`src/rtl/dcf77_encoder.sv`:
```
// DCF77 time-code encoder.
//
// Builds a 59-bit DCF77 frame from BCD time/date inputs and keys it out as a
// pulse-width modulated carrier-reduction signal, one bit per second.
// Bit 0 is a short pulse, bit 1 a long pulse, and the final second of the
// minute carries no pulse (minute marker).
//
// Optional feature macro: DCF77_LEAP_SECOND_EN
//   When defined, adds input leap_second. A frame loaded with leap_second=1
//   carries bit 19 = 1 and lasts 61 s. Second 59 is a 0-bit pulse and second
//   60 is the pulse-free marker.
//
// Ports:
//   clk          clock
//   reset        asynchronous active-low reset
//   clk_en       10 ms tick enable; all state advances only on these cycles
//   tx_en        transmit enable; 0 holds the encoder idle and silent
//   dst          1 = CEST, 0 = CET
//   year, month, day, hour, minute
//                BCD pairs, [1] = tens digit, [0] = units digit
//   day_of_week  1..7
//   leap_second  (DCF77_LEAP_SECOND_EN only) leap second announced
//   dcf77_tx     1 = carrier reduced (registered)
//   frame_load   one-clk strobe after the time inputs were sampled
//   second_idx   current second within the frame, binary
module dcf77_encoder #(
    parameter int unsigned TICKS_PER_SECOND = 100,
    parameter int unsigned PULSE0_TICKS     = 10,
    parameter int unsigned PULSE1_TICKS     = 20
) (
    input  logic            clk,
    input  logic            reset,
    input  logic            clk_en,
    input  logic            tx_en,
    input  logic            dst,
    input  logic [1:0][3:0] year,
    input  logic [1:0][3:0] month,
    input  logic [1:0][3:0] day,
    input  logic [2:0]      day_of_week,
    input  logic [1:0][3:0] hour,
    input  logic [1:0][3:0] minute,
`ifdef DCF77_LEAP_SECOND_EN
    input  logic            leap_second,
`endif
    output logic            dcf77_tx,
    output logic            frame_load,
    output logic [5:0]      second_idx
);

    localparam int unsigned TickW = (TICKS_PER_SECOND > 1) ? $clog2(TICKS_PER_SECOND) : 1;
    localparam logic [TickW-1:0] TickLast = TickW'(TICKS_PER_SECOND - 1);

    // StLoad is held for the single clk following the sampling edge; the
    // load itself happens on the clk_en that leaves StIdle or wraps second 59.
    typedef enum logic [1:0] {StIdle, StLoad, StSend} state_e;

    state_e           state_q, state_d;
    logic [TickW-1:0] tick_q, tick_d;
    logic [5:0]       sec_q, sec_d;
    logic [58:0]      frame_q, frame_d, frame_new;
    logic             tx_q, tx_d;
    logic             load, advance;
    logic [5:0]       last_sec;
    logic [63:0]      frame_pad;
    int unsigned      pulse_len;

    // Tens-digit bits that no DCF77 field carries.
    logic unused_bits;
    assign unused_bits = ^{minute[1][3], hour[1][3:2], day[1][3:2], month[1][3:1]};

    // Bit 19 of the running frame doubles as the leap-frame flag.
    assign last_sec = frame_q[19] ? 6'd60 : 6'd59;

    // Frame assembly from the live inputs; only captured on load.
    always_comb begin
        frame_new        = '0;
        frame_new[17]    = dst;
        frame_new[18]    = ~dst;
`ifdef DCF77_LEAP_SECOND_EN
        frame_new[19]    = leap_second;
`else
        frame_new[19]    = 1'b0;
`endif
        frame_new[20]    = 1'b1;
        frame_new[24:21] = minute[0];
        frame_new[27:25] = minute[1][2:0];
        frame_new[28]    = ^{minute[1][2:0], minute[0]};
        frame_new[32:29] = hour[0];
        frame_new[34:33] = hour[1][1:0];
        frame_new[35]    = ^{hour[1][1:0], hour[0]};
        frame_new[39:36] = day[0];
        frame_new[41:40] = day[1][1:0];
        frame_new[44:42] = day_of_week;
        frame_new[48:45] = month[0];
        frame_new[49]    = month[1][0];
        frame_new[53:50] = year[0];
        frame_new[57:54] = year[1];
        frame_new[58]    = ^frame_new[57:36];
    end

    // State register.
    always_ff @(posedge clk or negedge reset) begin
        if (!reset) begin
            state_q <= StIdle;
        end else begin
            state_q <= state_d;
        end
    end

    // Next-state logic.
    always_comb begin
        state_d = state_q;
        load    = 1'b0;
        advance = 1'b0;
        if (!tx_en) begin
            state_d = StIdle;
        end else if (clk_en) begin
            case (state_q)
                StIdle: load = 1'b1;
                StLoad, StSend: begin
                    advance = 1'b1;
                    load    = (tick_q == TickLast) && (sec_q == last_sec);
                end
                default: load = 1'b0;
            endcase
            state_d = load ? StLoad : StSend;
        end else if (state_q == StLoad) begin
            state_d = StSend;
        end
    end

    // Output logic.
    always_comb begin
        dcf77_tx   = tx_q;
        frame_load = (state_q == StLoad) && tx_en;
        second_idx = sec_q;
    end

    // Datapath next state: tick/second counters, frame capture and pulse.
    always_comb begin
        tick_d    = tick_q;
        sec_d     = sec_q;
        frame_d   = frame_q;
        tx_d      = tx_q;
        frame_pad = '0;
        pulse_len = 0;
        if (!tx_en) begin
            tick_d = '0;
            sec_d  = '0;
            tx_d   = 1'b0;
        end else if (load || advance) begin
            if (load) begin
                tick_d  = '0;
                sec_d   = '0;
                frame_d = frame_new;
            end else if (tick_q == TickLast) begin
                tick_d = '0;
                sec_d  = sec_q + 6'd1;
            end else begin
                tick_d = tick_q + TickW'(1);
            end
            // Pulse decision uses the tick/second being entered so the
            // registered output rises on the edge where tick becomes 0.
            frame_pad = {5'b0, frame_d};
            if (sec_d < 6'd59) begin
                pulse_len = frame_pad[sec_d] ? PULSE1_TICKS : PULSE0_TICKS;
            end else if ((sec_d == 6'd59) && frame_d[19]) begin
                pulse_len = PULSE0_TICKS;
            end else begin
                pulse_len = 0;
            end
            tx_d = (32'(tick_d) < pulse_len);
        end
    end

    always_ff @(posedge clk or negedge reset) begin
        if (!reset) begin
            tick_q  <= '0;
            sec_q   <= '0;
            frame_q <= '0;
            tx_q    <= 1'b0;
        end else begin
            tick_q  <= tick_d;
            sec_q   <= sec_d;
            frame_q <= frame_d;
            tx_q    <= tx_d;
        end
    end

endmodule
```
`config.mk`:
```
export PLATFORM = sky130hd
export DESIGN_NAME = dcf77_encoder
export DESIGN_NICKNAME = d
export VERILOG_FILES = /design/src/rtl/dcf77_encoder.sv
export SDC_FILE = /design/constraint.sdc
export NUM_CORES = 1
export LEC_CHECK = 0
export CORE_ASPECT_RATIO = 0.8
export CORE_MARGIN = 2
export CORE_UTILIZATION = 56
export CTS_CLUSTER_SIZE = 14
export DETAILED_ROUTE_END_ITERATION = 8
export PLACE_DENSITY = 0.86
export SLEW_MARGIN = 40
export SYNTH_ARGS = -nofsm -noshare
export SYNTH_HDL_FRONTEND = slang
export SYNTH_SLANG_ARGS = --single-unit
```
`constraint.sdc`:
```
create_clock -name clk -period 5.15 [get_ports clk]
set_input_delay 0.7725 -clock clk [delete_from_list [all_inputs] [get_ports clk]]
set_output_delay 0.7725 -clock clk [all_outputs]
set_load 0.01 [all_outputs]
```
### Word level (Yosys, flattened, before mapping)

Cells that the tools add are included.

* bitwise operators: 1
* equality and inequality tests: 7
* $lt $le $gt $ge: 3
* add/subtract/negate cells: 2
* multiplexer cells: 37
* reductions and logical operators: 10

Operators with widths (count)
* 59-bit two-way mux: 3
* 32-bit two-way mux: 2
* 7-bit two-way mux: 6
* 6-bit two-way mux: 6
* 7-bit by 32-bit < comparator with 1-bit output: 1
* 22-bit parity: 1
* 1-bit two-way mux: 10
* 5-bit two-way mux: 2
* 2-bit two-way mux: 4
* 7-bit by 1-bit adder with 7-bit output, second input constant: 1
* 7-bit == test, second input constant: 1
* 6-bit by 7-bit < comparator with 1-bit output, second input constant: 1
* 7-bit parity: 1
* 6-bit by 1-bit adder with 6-bit output, second input constant: 1
* 1-bit binary-select mux with 6-bit select: 1
* 6-bit == test: 1
* 6-bit == test, second input constant: 1
* 6-bit < comparator, second input constant: 1
* 6-bit parity: 1
* 4-bit two-way mux: 1
* 1-bit logical AND: 3
* 3-bit two-way mux: 1
* 3-bit by 2-bit inequality test with 1-bit output, second input constant: 1
* 2-bit by 1-bit == test with 1-bit output, second input constant: 1
* 8 further kinds: 8

* word-level logic and storage cells: 65
* register bits after elaboration: 75
* output and inout port bits: 8
* bits of input ports: 48

### Longest topological paths before layout

Gate-level depths: netlist (run 1).

* depth in word-level cells: 20
* depth in mapped cells: 17
* mapped depth without buffers: 15

### Worst setup path before layout (run 1)

OpenSTA, ideal clock, no wires.

* path kind: reg-to-reg
* start point: register tick_q[2]
* end point: register tx_q (netlist: dcf77_tx)
* setup time: 74 ps
* data required time: 5076 ps
* path buffers: 2
* clock period less this slack: 4116 ps
* arrival: 4042 ps
* path slack: 1034 ps
* cell stages (with the launch flop): 16
* path through: dfrtp_1 > or4b_1 > buf_2 > clkbuf_1 > nor2_1 > mux4_2 > a21oi_1 > o211ai_1 > o311ai_1 > a31oi_1 > or2_2 > ha_1 > a211oi_1 > nand3_1 > or3b_2 > o21ai_2

* word-level cells in the longest chain between the ends: 19
* elaborated cells between the ends (all ways): 34
* those cells by class: 1 x add/sub; 2 x order compare; 3 x eq/ne; 25 x mux; 3 x reduce/logical

RTL lines
* start, declared: line 58 `logic [TickW-1:0] tick_q, tick_d;`
* start signal, assigned: line 183 `tick_q <= tick_d;`
* 7-bit == test: line 122, 156
* 1-bit logical AND: line 122 `load = (tick_q == TickLast) && (sec_q == last_sec);`
* 1-bit one-hot mux with 2 select lines: line 118 `case (state_q)`
* 1-bit two-way mux: line 117 `end else if (clk_en) begin`
* 1-bit two-way mux: line 115 `if (!tx_en) begin`
* 1-bit two-way mux: line 117
* 1-bit two-way mux: line 115
* 59-bit two-way mux / 6-bit two-way mux (equally long branches): line 152 `if (load) begin`
* [... 3 more ...]
* 1-bit two-way mux (not written as such) / 1-bit logical AND (equally long branches): line 166, 167
* 5-bit two-way mux / 4-bit two-way mux (equally long branches): line 166, 167
* 5-bit two-way mux: line 165 `if (sec_d < 6'd59) begin`
* 32-bit two-way mux: line 151 `end else if (load || advance) begin`
* 32-bit two-way mux: line 147 `if (!tx_en) begin`
* 7-bit by 32-bit < comparator with 1-bit output: line 172 `tx_d = (32'(tick_d) < pulse_len);`
* 1-bit two-way mux: line 151
* 1-bit two-way mux: line 147
* end signal, assigned: line 186 `tx_q <= tx_d;`
* end, declared: line 61 `logic tx_q, tx_d;`

Several ways; a longest one is shown, not always the timed one. The select of a mux whose other input is x is not followed.
A chain may end at the register's enable or synchronous reset.

### Final worst setup path (run 1)

Ends and elaborated chain as after synthesis.

==> results of run 1 <==
==> layer usage <==
| layer | vias up | share of wire (%) | wire (um) |
|---|---|---|---|
| met5 | - | 0 | 0 |
| met4 | 0 | 2.3 | 231 |
| met3 | 21 | 7.7 | 779 |
| met2 | 152 | 48 | 4830 |
| met1 | 1719 | 43 | 4325 |
| li1 | 1609 | - | - |
==> cells by family (layout without fill, tap and decap cells) <==
| logic type | count (synthesis) | count (layout) |
|---|---|---|
| flip-flops | 75 | 75 |
| AND/OR/NAND/NOR | 164 | 164 |
| AO/OA/AOI/OAI | 64 | 64 |
| buffers and inverters | 30 | 81 |
| XOR/XNOR | 45 | 45 |
| adder cells (fa/ha/maj) | 8 | 8 |
| multiplexers | 43 | 43 |
==> cell type report <==
type	count	area (um^2)	area share, %
multi-input cells	324	2281	44.76
clock buffers	12	145.1	2.848
clock inverters	4	73.82	1.449
flip-flops and latches	75	1877	36.83
repair buffers	61	573.1	11.24
well taps	105	131.4	2.578
inverters	4	15.01	0.2946
==> flip-flops by register name, summed over array words and instances, names as in the netlist <==
signal,count
tick_q,7
dcf77_tx,1
frame_q,59
second_idx,6
state_q,2
==> power groups by stage <==
stage	Sequential (mW)	Clock, mW	Combinational, mW
after floorplan	0.723	0	0.202
after global placement	0.734	0	0.281
after detailed placement	0.740	0	0.294
after CTS	0.729	0.506	0.297
after global routing	0.740	0.533	0.325
final	0.730	0.500	0.295
==> path summary, 6_finish.rpt <==
path,startpoint,end,slack [ps],cells after the start
worst max-delay path,tick_q[2]$_DFFE_PN0P_,dcf77_tx$_DFFE_PN0P_,400,13
worst min-delay path,reset,frame_q[37]$_DFFE_PN0P_,370,1
worst max register to register,tick_q[2]$_DFFE_PN0P_,dcf77_tx$_DFFE_PN0P_,400,13
worst min register to register,frame_q[44]$_DFFE_PN0P_,frame_q[44]$_DFFE_PN0P_,480,2
max in group asynchronous,reset,second_idx[1]$_DFFE_PN0P_,3880,2
min in group clk,frame_q[44]$_DFFE_PN0P_,frame_q[44]$_DFFE_PN0P_,480,2
==> critical path, delay by kind of cell (launching register included) <==
family / cells / cell delay [ps]
AND/OR/NAND/NOR: 5 / 2230
AO/OA/AOI/OAI: 6 / 1480
flip-flops: 1 / 460
multiplexers: 1 / 180
adder cells (fa/ha/maj): 1 / 330
==> synth_stat cells, types with 2 or more instances <==
| cell type | n | area share, % |
|---|---|---|
| sky130_fd_sc_hd__o211ai_1 | 2 | 0.35 |
| sky130_fd_sc_hd__nand3b_1 | 2 | 0.35 |
| sky130_fd_sc_hd__and2_1 | 22 | 3.2 |
| sky130_fd_sc_hd__mux2_2 | 31 | 8.2 |
| sky130_fd_sc_hd__o31ai_1 | 3 | 0.53 |
| sky130_fd_sc_hd__inv_1 | 4 | 0.35 |
| sky130_fd_sc_hd__clkbuf_1 | 17 | 1.5 |
| sky130_fd_sc_hd__nor2b_1 | 2 | 0.29 |
| sky130_fd_sc_hd__ha_1 | 8 | 2.3 |
| sky130_fd_sc_hd__nor3_1 | 6 | 0.70 |
| sky130_fd_sc_hd__nand2_1 | 65 | 5.7 |
| sky130_fd_sc_hd__mux2i_1 | 8 | 1.9 |
| sky130_fd_sc_hd__a21oi_1 | 12 | 1.4 |
| sky130_fd_sc_hd__a41oi_1 | 2 | 0.41 |
| sky130_fd_sc_hd__o21ai_0 | 10 | 1.2 |
| sky130_fd_sc_hd__xnor2_1 | 35 | 7.2 |
| sky130_fd_sc_hd__mux4_2 | 4 | 2.1 |
| sky130_fd_sc_hd__nand3_1 | 15 | 1.8 |
| sky130_fd_sc_hd__a31oi_1 | 2 | 0.29 |
| sky130_fd_sc_hd__dfrtp_1 | 75 | 44 |
| sky130_fd_sc_hd__buf_2 | 6 | 0.70 |
| sky130_fd_sc_hd__nor2_1 | 22 | 1.9 |
| sky130_fd_sc_hd__nor4_1 | 4 | 0.59 |
| sky130_fd_sc_hd__a2111oi_0 | 5 | 1.0 |
| sky130_fd_sc_hd__or3_1 | 5 | 0.73 |
| sky130_fd_sc_hd__o21ai_2 | 2 | 0.41 |
| sky130_fd_sc_hd__and3_1 | 12 | 1.8 |
| sky130_fd_sc_hd__o2bb2ai_1 | 3 | 0.61 |
| sky130_fd_sc_hd__xor2_1 | 10 | 2.0 |
| sky130_fd_sc_hd__o22ai_1 | 4 | 0.59 |
| sky130_fd_sc_hd__or2_2 | 2 | 0.29 |
| sky130_fd_sc_hd__buf_1 | 2 | 0.18 |
| sky130_fd_sc_hd__a211oi_1 | 4 | 0.70 |
| sky130_fd_sc_hd__nor4bb_1 | 2 | 0.47 |
==> results by stage, run 1 <==
Run status:
- The run finished with clean final reports.

Floorplan:
- The die is 82.14 um tall.
- The width of the chip is 101.7 um.
- The core region is 7392 um^2.
- During I/O placement, the number of pins put on the boundary was 56.
- The number of cell rows is 28.
- The starting density of the core is 57.82%.
- The floorplan step defined a die boundary enclosing 8352 um^2.

Synthesis:
- The post-synthesis sequential element count is 75.
- The commonest register cell after synthesis is sky130_fd_sc_hd__dfrtp_1.
- The cell count after synthesis came out at 429.
- The fraction of the mapped netlist area in simple logic gates is 18.74%.
- The dominant combinational cell family by area after synthesis is simple AND/OR/NAND/NOR gates.
- The count of synthesis-stage warnings from yosys is 0.
- Summing the areas of all fa, ha and maj instances in the mapped netlist gives 2.342% of the synthesized area.
- The synthesized netlist devotes 10.66% of its cell area to compound gates.
- The portion of the post-synthesis area used by sequential elements is 43.91%.
- Counting flops with a built-in enable in the synthesized netlist gives 0.
- The count of different cell masters after synthesis is 55.
- The average instance in the mapped netlist occupies 9.963 um^2.
- Summing the areas of all xor and xnor instances in the mapped netlist gives 9.221% of the synthesized area.
- The net count of the mapped netlist is 485.
- The mux share of post-synthesis cell area is 12.15%.
- The fraction of synthesis flops using an asynchronous set or reset pin is 100.0%.
- The cell area that synthesis handed to floorplanning was 4274 um^2.

Drt:
- For this block, the via count after detailed routing is 3,501.
- Dividing the detail-routed wire length by the instance count gives 17.38 um.
- The residual antenna-violating net count after detailed routing is 0.
- The iteration count of the initial detailed-routing pass is 4.
- The total wire length is 10.17 mm.
- The average via count per standard cell is 5.985.
- The number of DRC markers after the initial detailed-route iteration is 281.
- The DRC violations left is 0.

Global routing:
- The number of global-route vias before repair was 3,498.
- In the global route stage, met1 resource usage came out at 35.88%.
- The number of antenna violations at the first check in global routing came to 0.
- Entering global routing, the biggest net connects 42 pins.
- The global routing stage identified its most utilized layer as met2.
- For this run, global-route usage on met3 was measured as 6.145%.
- The global routing met2 resource utilization is 41.91%.
- The overall global routing resource usage is 26.66%.
- Global routing finished with a remaining overflow of 0.
- The first global-routing pass estimated 17.05 mm of wire.

Setup path:
- The largest single stage delay on the critical path is 720 ps.
- In this run the worst path has a maximum fanout of 11.
- The signal arrival time at the worst endpoint is 5030 ps.
- The kind of start point of the critical path is a flop.
- The largest individual stage delay along the critical path comes from the cell sky130_fd_sc_hd__or4b_1.
- The critical path goes through or4b_1 -> o21ai_0 -> and2_1 -> mux2i_1 -> a311o_1 -> o311ai_1 -> a31oi_1 -> or2_2 -> ha_1 -> a211oi_1 -> nand3_1 -> or3b_2 -> o21ai_2.
- The required arrival time at the worst endpoint is 5440 ps.
- The worst setup path is of the flop to flop kind.
- STA classifies the critical path endpoint as a flop.

Timing:
- Setup repair after global routing left no endpoint under its margin.
- The worst setup margin is 401.9 ps.
- Dividing the final minimum period by the clock period gives 92.20%.
- Clock skew on the completed layout was measured at 13.09 ps.
- The worst pin sits at a relative slew slack of 55.59%.
- The pin slew with the least headroom to its limit is 666.1 ps.
- Timing would allow up to 0.2106 GHz.
- The total count of max-transition violations in the final report is 0.
- Setup violations remaining at the end of the flow were counted as 0.
- The worst hold slack is 367.7 ps.
- The number of hold-slack violations in the final timing report came to 0.
- The minimum clock period is 4748 ps.
- Setup total negative slack on the finished layout was measured at 0 ps.

Power and ir drop:
- Combinational logic burns 19.3% of the power.
- The clock group share of total power is 32.8%.
- The internal power of the cells totals 1.128 mW.
- The worst vdd rail ir drop is 232.7 uV.
- The switching power summed over all nets is 0.3977 mW.
- After layout, the design draws a total of 1.525 mW.
- In this run the static leakage power is 2.180 nW.
- In this run, flip-flops and latches consume 47.9% of the power.
- The cell area power density is 299.3 nW/um^2.
- Net switching is 26.07% of the power.

Min path:
- The tightest min-delay check is of the primary input to async pin type.

CTS:
- The clock slew seen by the registers of the worst setup and hold paths is 80 ps.
- The clock passes through at most 2 buffers.
- The latest clock arrival within the worst-skew pair is 350 ps.
- Hold repair after CTS inserted 0 buffers.
- The clock tree synthesis step divided the H-tree into 3 levels.
- The number of sinks driven by the clock tree is 75.
- Counting the buffers created by CTS gives 9.
- In this run, post-CTS repair resized a total of 0 instances.
- The number of buffers added for setup after CTS is 0.
- The clock tree from TritonCTS is built.
- The root buffer cell chosen for the clock tree is sky130_fd_sc_hd__clkbuf_8.

Layout:
- The repair_antennas step left the layout with diodes totalling 0.
- Cells with a size suffix above 1 make up 14.58% of the layout.
- The post-route cell area is 5096 um^2.
- The utilization of the core after routing is 68.94%.
- The count of nets after finishing is 531.
- The library cells used most frequently in the layout, excluding fill and tap cells, are 75 x sky130_fd_sc_hd__dfrtp_1, 65 x sky130_fd_sc_hd__nand2_1, 46 x sky130_fd_sc_hd__clkdlybuf4s50_1.
- The number of inserted filler cells in the final layout is 548.
- The filler-free cell count of the finished design is 585.
- The post-synthesis to final-layout area growth is 19.23%.
- The commonest non-fill, non-tap cell in the layout is sky130_fd_sc_hd__dfrtp_1.

Placement:
- Detailed placement ended at an HPWL of 7.160 mm.
- The instance area at placement is 4875 um^2.
- The number of instances in the placed design is 569.
- Timing analysis after detailed placement gives a worst setup slack of 475.5 ps.
- The count of port buffers added during placement is 47.
- Routability-driven placement finished with a final weighted congestion of 0.8947.

Run:
- The number of max-cap violations is 0.
Power figures use the tool's default switching activity.
==> inputs of run 2 (changes only) <==
--- a/config.mk
+++ b/config.mk
@@ -5,6 +5,7 @@
 export SDC_FILE = /design/constraint.sdc
 export NUM_CORES = 1
 export LEC_CHECK = 0
+export ABC_AREA = 1
 export CORE_ASPECT_RATIO = 0.8
 export CORE_MARGIN = 2
 export CORE_UTILIZATION = 56
==> results by stage, run 2 <==
Layout:
- The number of flip-flops under the largest register name is 59 (unchanged).
- The antenna cell count is 0 (unchanged).
- The post-route cell area came to 5081 um^2 (-0.29%).
- Leaving out fill and tap cells, the most frequent cell in the layout is sky130_fd_sc_hd__nand2_1.
- In the layout the commonest cells are 185 x sky130_fd_sc_hd__nand2_1, 75 x sky130_fd_sc_hd__dfrtp_1, 70 x sky130_fd_sc_hd__inv_1.
- The count of nets after finishing is 675 (+27%).
- The largest register by flop count is frame_q.
- The fraction of final layout cells with drive strength greater than 1 is 6.109% (-8.5 points).
- From synthesis to final layout, the design area changed by 15.83%.

CTS:
- The maximum count of clock buffers along a single path is 2 (unchanged).
- The post-cts resize count came to 0 (unchanged).
- The number of sinks driven by the clock tree is 75 (unchanged).
- The library cell used as clock root buffer is sky130_fd_sc_hd__clkbuf_8.
- The latest clock arrival within the worst-skew pair was 360 ps (about the same).
- The CTS H-tree depth is 3 (unchanged).
- The clock slew seen by the registers of the worst setup and hold paths was 70 ps (about the same).
- The post-cts hold buffer count came to 0 (unchanged).
- TritonCTS built the clock tree.
- The number of buffers added for setup after CTS came to 0 (unchanged).
- The number of CTS-inserted buffers is 9 (unchanged).

Floorplan:
- The width of the chip is 103.0 um (+1.3%).
- The total die area is 8562 um^2 (+2.5%).
- The number of cell rows is 28 (unchanged).
- The starting density of the core is 58.51% (+0.69 points).
- The placeable core area came to 7497 um^2 (+1.4%).
- The height of the chip is 83.16 um (+1.2%).
- The count of pins on the block boundary was 56 (unchanged).

Placement:
- The count of port buffers added during placement is 47 (unchanged).
- The instance area at placement is 4900 um^2 (+0.51%).
- The global placement routability congestion is 0.7934 (-11%).
- The total half-perimeter wirelength after legalization and detailed placement is 7.582 mm (+5.9%).

Setup path:
- The most numerous cell type found on the critical path is sky130_fd_sc_hd__nand2_1.
- The nature of the critical path endpoint is a flop.
- The maximum net fanout on the critical path was 66 (+55).
- The kind of critical path is flop to flop.
- The depth of the worst register-to-register path came to 28 (+15).
- The cell with the largest stage delay on the worst path is sky130_fd_sc_hd__buf_4.
- The worst setup path is launched from a flop.
- The peak per-stage delay on the critical path came to 570 ps (-150 ps).
- The required arrival time at the worst endpoint is 5450 ps (about the same).
- The signal arrival time at the worst endpoint is 4510 ps (-520 ps).

Synthesis:
- In the post-synthesis netlist, the biggest area contributors are sky130_fd_sc_hd__dfrtp_1 43%, sky130_fd_sc_hd__nand2_1 16%, sky130_fd_sc_hd__nand3_1 7.0%.
- The count of mapped cells out of synthesis is 578 (+35%).
- The fraction of synthesis flops using an asynchronous set or reset pin is 100.0% (unchanged).
- The most common cell in the netlist is sky130_fd_sc_hd__nand2_1.
- The portion of the post-synthesis area used by sequential elements is 42.78% (-1.1 points).
- The number of enable flip-flop cells after synthesis is 0 (unchanged).
- The net count of the mapped netlist is 634 (+31%).
- The total standard cell area after synthesis is 4387 um^2 (+2.6%).
- The area share of the largest cell type after synthesis is 42.78% (-1.1 points).
- The count of synthesis-stage warnings from yosys is 0 (unchanged).
- Sorting the synthesized cells by how often they occur yields 185 x sky130_fd_sc_hd__nand2_1, 75 x sky130_fd_sc_hd__dfrtp_1, 70 x sky130_fd_sc_hd__inv_1.
- Among all flip-flop cells after synthesis, the most frequent one is sky130_fd_sc_hd__dfrtp_1.
- The count of different cell masters after synthesis is 39 (-29%).
- The post-synthesis sequential element count came to 75 (unchanged).
- The largest area contributor in the netlist is sky130_fd_sc_hd__dfrtp_1.
- The average cell area after synthesis is 7.589 um^2 (-24%).

Global routing:
- The global-route wire length before repair is 18.08 mm (+6.0%).
- The aggregate global routing overflow was 0 (unchanged).
- The number of antenna violations at the first check in global routing was 0 (unchanged).
- The pin count of the biggest net entering global routing is 67 (+60%).
- The number of global-route vias before repair came to 3,958 (+13%).
- The overall global routing resource usage came to 26.98% (+0.32 points).

Timing:
- The number of setup violations in the final report is 0 (unchanged).
- The worst slew slack as a fraction of its limit is 56.13% (+0.54 points).
- Setup repair after global routing left no endpoint under its margin.
- The number of hold-slack violations in the final timing report is 0 (unchanged).
- The portion of the clock cycle consumed by the worst path in the final layout is 81.81% (-10 points).
- The total count of max-transition violations in the final report came to 0 (unchanged).
- The minimum clock period is 4213 ps (-535.0 ps).
- The worst hold slack is 382.2 ps (+14.55 ps).
- The maximum frequency from static timing analysis is 0.2374 GHz (+13%).
- The total negative slack for setup checks is 0 ps (unchanged).
- The worst clock skew is 10.36 ps (-2.731 ps).
- The pin slew with the least headroom to its limit is 658.0 ps (-8.127 ps).

Power and ir drop:
- The portion of total power attributed to sequential cells is 48.0% (about the same).
- The worst vdd rail ir drop is 175.9 uV (-24%).
- The share of power burned in combinational logic is 22.2% (+2.9 points).
- The cell area power density is 288.5 nW/um^2 (-3.6%).
- The reported leakage power is 2.652 nW (+22%).
- The total power after layout was 1.466 mW (-3.9%).
- The clock group share of total power came to 29.9% (-2.9 points).
- The switching power summed over all nets was 0.4313 mW (+8.4%).
- The internal power component is 1.035 mW (-8.2%).
- The switching power as a share of total power is 29.42% (+3.3 points).

Drt:
- The residual antenna-violating net count after detailed routing was 0 (unchanged).
- The iteration count of the initial detailed-routing pass is 5 (+1).
- The per-cell routed wire length is 14.84 um (-15%).
- The total wire length was 10.79 mm (+6.1%).
- The overall via count from detail_route is 4,015 (+15%).
- The average via count per standard cell came to 5.523 (-7.7%).
- The number of DRC markers after the initial detailed-route iteration is 351 (+25%).
- The DRC violations left came to 0 (unchanged).

Min path:
- The min-delay analysis places its worst path in the category primary input to async pin.

Run:
- The number of max-cap violations is 0 (unchanged).

Run status:
- The run finished with clean final reports.
[run 2: cell families (layout without fill, tap and decap cells)]
kind of cell / after synthesis / in the layout / share of synthesized area [%]
AOI/OAI and AO/OA: 53 / 53 / 7.302
and+or+nand+nor: 303 / 303 / 30.32
adders and majority gates: 8 / 8 / 2.282
DFF: 75 / 75 / 42.78
buffers and inverters: 101 / 145 / 9.555
xor gates and xnor gates: 38 / 38 / 7.758
[run 2: worst paths after layout]
check	slack [ps]	end	start
worst min-delay path	380	frame_q[45]$_DFFE_PN0P_	reset
min in group clk	470	frame_q[20]$_DFFE_PN0P_	frame_q[20]$_DFFE_PN0P_
worst max register to register	940	dcf77_tx$_DFFE_PN0P_	state_q[0]$_DFFE_PN0P_
max in group asynchronous	3710	state_q[1]$_DFFE_PN0P_	reset
worst min register to register	470	frame_q[20]$_DFFE_PN0P_	frame_q[20]$_DFFE_PN0P_
worst max-delay path	940	dcf77_tx$_DFFE_PN0P_	state_q[0]$_DFFE_PN0P_
[run 2: routing by layer]
metal  wire, um  track usage, %  vias to the layer above  share of wire [%]
met4        214           9.450                        0                2.0
met5          0               0                        -                  0
met1       4772           36.57                     1942                 44
li1           -               -                     1925                  -
met3        639           7.576                       22                5.9
met2       5164           41.50                      126                 48
[run 2: cell type report]
cell class                 instances  area, um^2
multi-input combinational        402        2091
tap                              105       131.4
inverter                          79       297.8
clock buffer                      11       141.4
timing repair buffer              52       503.0
clock inverter                     3       40.04
sequential                        75        1877
fill                             641        2416
[run 2: critical path: cells and delay by family, from the launching register on]
| kind | cells | cell delay [ps] |
|---|---|---|
| flip-flops | 1 | 390 |
| AO/OA/AOI/OAI | 2 | 250 |
| adder cells (fa/ha/maj) | 2 | 640 |
| AND/OR/NAND/NOR | 21 | 1970 |
| buffers and inverters | 3 | 900 |
[run 2: per-stage QoR]
stage          setup WS (ps)  cells  util (%)
2_1_floorplan           2241    578         -
3_3_place_gp            1007    713     65.35
3_5_place_dp           893.3    713     65.35
4_1_cts                948.9    727     67.77
5_1_grt                496.9    727     67.77
6_report               936.9    727     67.77
[run 2: power by group through the flow]
| stage | Combinational, mW | Sequential, mW | Clock (mW) |
|---|---|---|---|
| after floorplan | 0.218 | 0.707 | 0 |
| after global placement | 0.308 | 0.711 | 0 |
| after detailed placement | 0.323 | 0.714 | 0 |
| after CTS | 0.325 | 0.703 | 0.443 |
| after global routing | 0.365 | 0.710 | 0.470 |
| final | 0.325 | 0.703 | 0.438 |
==> variant 1: new RTL, flow settings as in run 1 <==
The parameter `TICKS_PER_SECOND` goes from 100 to 200.
--- a/src/rtl/dcf77_encoder.sv
+++ b/src/rtl/dcf77_encoder.sv
@@ -24,7 +24,7 @@
 //   frame_load   one-clk strobe after the time inputs were sampled
 //   second_idx   current second within the frame, binary
 module dcf77_encoder #(
-    parameter int unsigned TICKS_PER_SECOND = 100,
+    parameter int unsigned TICKS_PER_SECOND = 200,
     parameter int unsigned PULSE0_TICKS     = 10,
     parameter int unsigned PULSE1_TICKS     = 20
 ) (
Formal check against the unedited RTL: same outputs for any inputs over 10 cycles, from zero or initial values and one cycle with reset low; that may be too few to reach the edited logic, so the function may still have changed.
==> variant 1 against run 1 <==
Final area increased by 10%. Sequential cell count grew 1. Setup slack better by 0.59 ns. Final cell count increased by 17%. Routed wire length is 19% higher. Power increased by 5.8%. Area after synthesis up 14%. Hold slack improved by 0.058 ns. Clock skew shrank 0.00084 ns. Critical endpoint unchanged. Largest cell class unchanged.
==> variant 1: results (changes against run 1) <==
- The run finished with clean final reports.
- The vias after detailed routing came to 4149 (+19%).
- The worst-case clock skew came to 0.0122 ns (-0.000843 ns).
- The average footprint of a synthesized cell is 9.08 sq um (-8.8%).
- The global-route usage over all layers is 27.9% (+1.2 points).
- The post-layout instance count excluding filler cells is 685 (+17%).
- Yosys attributes the largest share of cell area to dfrtp_1 (39%), nand2_1 (11%), mux4_2 (8.3%), xnor2_1 (6.5%), and2_1 (3.1%).
- The initial antenna violation count is 0 (unchanged).
- The net count of the mapped netlist is 591 (+22%).
- The number of synthesized flops with an enable pin came to 0 (unchanged).
- Ranked by instance count, the synthesized netlist is headed by nand2_1 (143), dfrtp_1 (76), xnor2_1 (36), nor2_1 (29), o21ai_0 (26).
- The compound-cell area share of the yosys netlist is 10.5% (-0.20 points).
- The worst endpoint data arrival time was 4.45 ns (-0.58 ns).
- The mux share of post-synthesis cell area was 11.7% (-0.41 points).
- The share of the yosys chip area belonging to registers came to 39.1% (-4.8 points).
- The number of different library cells in the post-synthesis netlist is 59 (+7.3%).
- The maximum number of pins on one net before global-route repair is 77 (+83%).
- The placer congestion estimate is 0.944 (+5.5%).
- The first-pass iteration count of the detailed router is 5 (+1).
- The clock latency at the later pin of the worst-skew pair was 0.37 ns (+0.02 ns).
- The slew at the pin closest to its max-slew limit is 0.835 ns (+0.168 ns).
- The first-pass GRT wire length came to 20.3 mm (+19%).
- The peak ir drop on the vdd network was 170 uV (-27%).
- The number of nets in the layout is 624 (+18%).
- The leakage power figure is 2.44 nW (+12%).
- The met2 usage came to 46.1% (+4.2 points).
- The worst-case setup slack after placement is 1.09 ns (+0.616 ns).
- The parity-gate share of the synthesized area counting xor and xnor cells is 8.11% (-1.1 points).
- The largest fanout on the critical path is 22 (+11).
- The mean routed wirelength per cell came to 17.7 microns (+1.8%).
- The HPWL after detailed placement was 8.51 mm (+19%).
- The placed cell area is 0.00540 sq mm (+11%).
- The CTS buffer count came to 9 (unchanged).
- The placed cell count is 669 (+18%).
- The met1 track demand over resource was 37.2% (+1.3 points).
- The synthesis warning total was 0 (unchanged).
- The DRC marker count from the first detailed-route iteration is 270 (-3.9%).
- The total inserted antenna cells is 0 (unchanged).
- The adder-cell share of the synthesized area is 2.06% (-0.28 points).
- The met3 global-route usage is 5.01% (-1.1 points).
- The share of layout cells above drive strength 1 is 10.6% (-3.9 points).
==> variant 1: cell types whose count changed in the layout (fill, tap and decap cells not counted), sizes merged, moves of 4 or more <==
cell,before,now
mux4,4,18
mux2,31,4
nor3b,0,4
nor2,22,30
or3,5,0
nand2,65,144
a21oi,12,17
nor2b,2,7
mux2i,8,12
and3,12,4
buf,15,8
o21ai,12,29
==> variant 1: path summary, 6_finish.rpt <==
path | from | end | slack [ns] | depth (start not counted)
max | tick_q[0] | dcf77_tx | 0.99 | 15
min | reset | frame_q[15] | 0.43 | 1
max reg2reg | tick_q[0] | dcf77_tx | 0.99 | 15
min reg2reg | frame_q[20] | frame_q[20] | 0.50 | 1
max in group asynchronous | reset | second_idx[0] | 4.25 | 1
min in group clk | frame_q[20] | frame_q[20] | 0.50 | 1
==> variant 1: routing by layer <==
layer	vias to the layer above	share of wire, %
met4	0	2.0
met3	33	6.7
met1	2015	43
met5	-	0
li1	1911	-
met2	190	48
==> variant 1: critical path: stages (launching register included) <==
cell,delay [ns]
dfrtp_1,0.41
ha_1,0.32
nand4b_1,0.38
a2111oi_1,0.73
o21ai_4,0.28
buf_16,0.24
o2111a_1,0.13
nor4_1,0.34
o32a_2,0.26
a21oi_2,0.08
ha_1,0.33
a21oi_1,0.18
nand2_1,0.08
a31oi_1,0.17
a21oi_1,0.07
o31ai_2,0.08
==> variant 1: area by class of cell <==
class	count	area, sq um
clock buffers	10	128
clock inverters	6	71.3
fillers	682	2840
inverters	4	15.0
multi-input cells	423	2810
flip-flops and latches	76	1900
well taps	112	140
repair buffers	54	544
==> variant 1: where the power goes <==
group	leakage (nW)	internal, W	switching [W]
Clock	0.0935	0.000228	0.000249
Sequential	0.988	0.000694	0.0000762
Combinational	1.36	0.000188	0.000179
==> variant 2: new RTL, config.mk and constraints of run 1 <==
Without the edit above. Put a register stage on the output `dcf77_tx`, with the module's reset. The value now appears one clock later. The other outputs are not delayed to match. Comments in the files are not updated.
--- a/src/rtl/dcf77_encoder.sv
+++ b/src/rtl/dcf77_encoder.sv
@@ -54,6 +54,8 @@
     // load itself happens on the clk_en that leaves StIdle or wraps second 59.
     typedef enum logic [1:0] {StIdle, StLoad, StSend} state_e;
 
+    logic dcf77_tx_d;
+
     state_e           state_q, state_d;
     logic [TickW-1:0] tick_q, tick_d;
     logic [5:0]       sec_q, sec_d;
@@ -131,7 +133,7 @@
 
     // Output logic.
     always_comb begin
-        dcf77_tx   = tx_q;
+        dcf77_tx_d = tx_q;
         frame_load = (state_q == StLoad) && tx_en;
         second_idx = sec_q;
     end
@@ -187,4 +189,12 @@
         end
     end
 
+    always_ff @(posedge clk or negedge reset) begin
+        if (!reset) begin
+            dcf77_tx <= '0;
+        end else begin
+            dcf77_tx <= dcf77_tx_d;
+        end
+    end
+
 endmodule
Formal check against the unedited RTL: not equivalent (a bounded check fails within 4 cycles, from zero or initial values and one cycle with reset low).
==> variant 2 against run 1 <==
Area after synthesis grew 0.59%. Sequential cell count grew 1. Highest routed layer unchanged. Critical endpoint is now dcf77_tx_d. First-iteration DRC count shrank 27%. Die area is 0.56% higher. Synthesized cell count grew 0.23%. Combinational power is essentially flat. Sequential share of layout area grew 0.59 points. Setup slack improved by 0.043 ns. Power down 1.7%. Routed wire length down 2.4%. Final area is 0.27% lower. Maximum frequency rose by 0.92%. Global-route usage decreased by 0.40 points. Utilization down 0.51 points.
==> variant 2: results (changes against run 1) <==
- The leakage power figure was 2.16 nW (-0.86%).
- The worst endpoint data arrival time is 5.00 ns (-0.03 ns).
- The synthesis warning total is 0 (unchanged).
- The cell count of the worst reg-to-reg path is 14 (+1).
- The CTS buffer count is 9 (unchanged).
- The number of different library cells in the post-synthesis netlist is 55 (unchanged).
- The share of the yosys chip area belonging to registers is 44.2% (+0.33 points).
- The flip-flop count of the largest register after layout came to 59 (unchanged).
- The number of buffers between clock root and the deepest sink is 2 (unchanged).
- The first-pass iteration count of the detailed router is 5 (+1).
- The clock transition at the register clock pins on the worst setup and hold paths after CTS is 0.08 ns (about the same).
- The run finished with clean final reports.
- The worst reg-to-reg setup slack is 0.45 ns (+0.04 ns).
- The layout filler cell count is 564 (+2.9%).
- By area the synthesized netlist is led by dfrtp_1 (44%), mux2_2 (8.1%), xnor2_1 (7.1%), nand2_1 (5.7%), and2_1 (3.2%).
- The number of remaining DRC errors is 0 (unchanged).
- The maximum number of pins on one net before global-route repair is 77 (+83%).
- The HPWL after detailed placement came to 6.90 mm (-3.6%).
- The top register by number of flip-flops is frame_q.
- The number of levels the H-tree was split into is 3 (unchanged).
- Along the worst hold path, the cell count comes to 0.
- In this run the clock root is driven by a clkbuf_8.
- The worst-case setup slack after placement is 0.469 ns (-0.00620 ns).
- The number of synthesized flops with an enable pin is 0 (unchanged).
- The number of global-route vias before repair is 3482 (-0.46%).
- The total inserted antenna cells is 0 (unchanged).
- The source of the worst hold timing path is dcf77_tx_d.
- The peak ir drop on the vdd network was 199 uV (-15%).
- The initial antenna violation count is 0 (unchanged).
- The post-cts gate resize count is 0 (unchanged).
- The number of buffer cells added on primary ports is 47 (unchanged).
- The clock latency at the later pin of the worst-skew pair is 0.36 ns.
- The largest fanout on the critical path came to 16 (+5).
- The startpoint identified for the worst register-to-register timing path is tick_q[2].
- The proportion of register bits with asynchronous set or reset after synthesis was 100% (unchanged).
- The global-route usage over all layers is 26.3% (-0.40 points).
- The number of nets in the layout is 529 (-0.38%).
- The path with the worst hold slack has its endpoint at dcf77_tx.
- The mean routed wirelength per cell came to 17.0 microns (-2.1%).
- The detail-routed via count per cell is 5.95 (-0.55%).
- The maximum single-stage delay on the critical path is 0.78 ns (+0.06 ns).
- The net count of the mapped netlist is 486 (+0.21%).
- The first-pass GRT wire length is 16.9 mm (-1.1%).
- The final hold slack is 0.401 ns (+0.0335 ns).
- The headroom to the max-slew limit is 53.8% (-1.8 points).
- The worst min-delay path category is flop to flop.
- The share of layout cells above drive strength 1 is 14.4% (-0.15 points).
- The worst-case clock skew is 0.00617 ns (-0.00692 ns).
- The DRC marker count from the first detailed-route iteration is 205 (-27%).
- The placer congestion estimate is 0.891 (-0.45%).
- Ranked by instance count, the synthesized netlist is headed by dfrtp_1 (76), nand2_1 (65), xnor2_1 (35), mux2_2 (31).
- The worst reg2reg path endpoint is dcf77_tx_d.
- The slowest stage of the critical path is the or4b_1 cell.
-- variant 2: layout make-up --
type	count	share of cell area, %
Sequential cell	76	37.4
Inverter	4	0.295
Tap cell	105	2.58
Clock inverter	7	1.48
Clock buffer	9	2.44
Multi-Input combinational cell	324	44.9
Timing Repair Buffer	58	10.9
-- variant 2: report_power, final --
group	internal, W	leakage [nW]	switching, W
logic	0.000162	1.10	0.000134
registers	0.000688	0.970	0.0000530
clock network	0.000225	0.0918	0.000238
total	0.00107	2.16	0.000425
-- variant 2: worst max-delay path by stage --
stage / from / to / slack, ns / cells past startpoint
global route: tick_q[2] / dcf77_tx_d / 0.18 / 14
floorplan: tick_q[2] / dcf77_tx_d / 1.03 / 15
global placement: clk_en / dcf77_tx_d / 0.55 / 14
finish: tick_q[2] / dcf77_tx_d / 0.45 / 14
detailed placement: tick_q[2] / dcf77_tx_d / 0.47 / 13
CTS: tick_q[2] / dcf77_tx_d / 0.46 / 13
-- variant 2: metrics by stage --
step           instance area [sq um]  std cells
2_1_floorplan                   4300        430
3_3_place_gp                    4880        567
3_5_place_dp                    4880        567
4_1_cts                         5080        583
5_1_grt                         5080        583
6_report                        5080        583
-- variant 2: kinds of logic (layout without fill, tap and decap cells) --
| kind of cell | after synthesis | in the layout | share of synthesized area [%] |
|---|---|---|---|
| fa+ha+maj | 8 | 8 | 2.33 |
| simple gates | 164 | 164 | 18.6 |
| mux | 43 | 43 | 12.1 |
| flops | 76 | 76 | 44.2 |
| xor+xnor | 45 | 45 | 9.17 |
| buf+inv | 30 | 78 | 2.97 |
| compound gates | 64 | 64 | 10.6 |
-- variant 2: critical path, delay by kind of cell, from the launching register on --
| kind | cells | cell delay [ns] |
|---|---|---|
| simple gates | 7 | 2.62 |
| compound gates | 4 | 0.84 |
| fa+ha+maj | 1 | 0.32 |
| mux | 1 | 0.13 |
| flops | 1 | 0.46 |
| buf+inv | 1 | 0.25 |
-- variant 2: per-layer routing --
layer	vias up	share of wire [%]	wire [microns]	global-route usage [%]
li1	1609	-	-	-
met1	1697	46	4570	36.0
met2	149	45	4510	40.5
met3	15	6.9	682	6.57
met4	0	1.5	153	10.4
met5	-	0	0	0
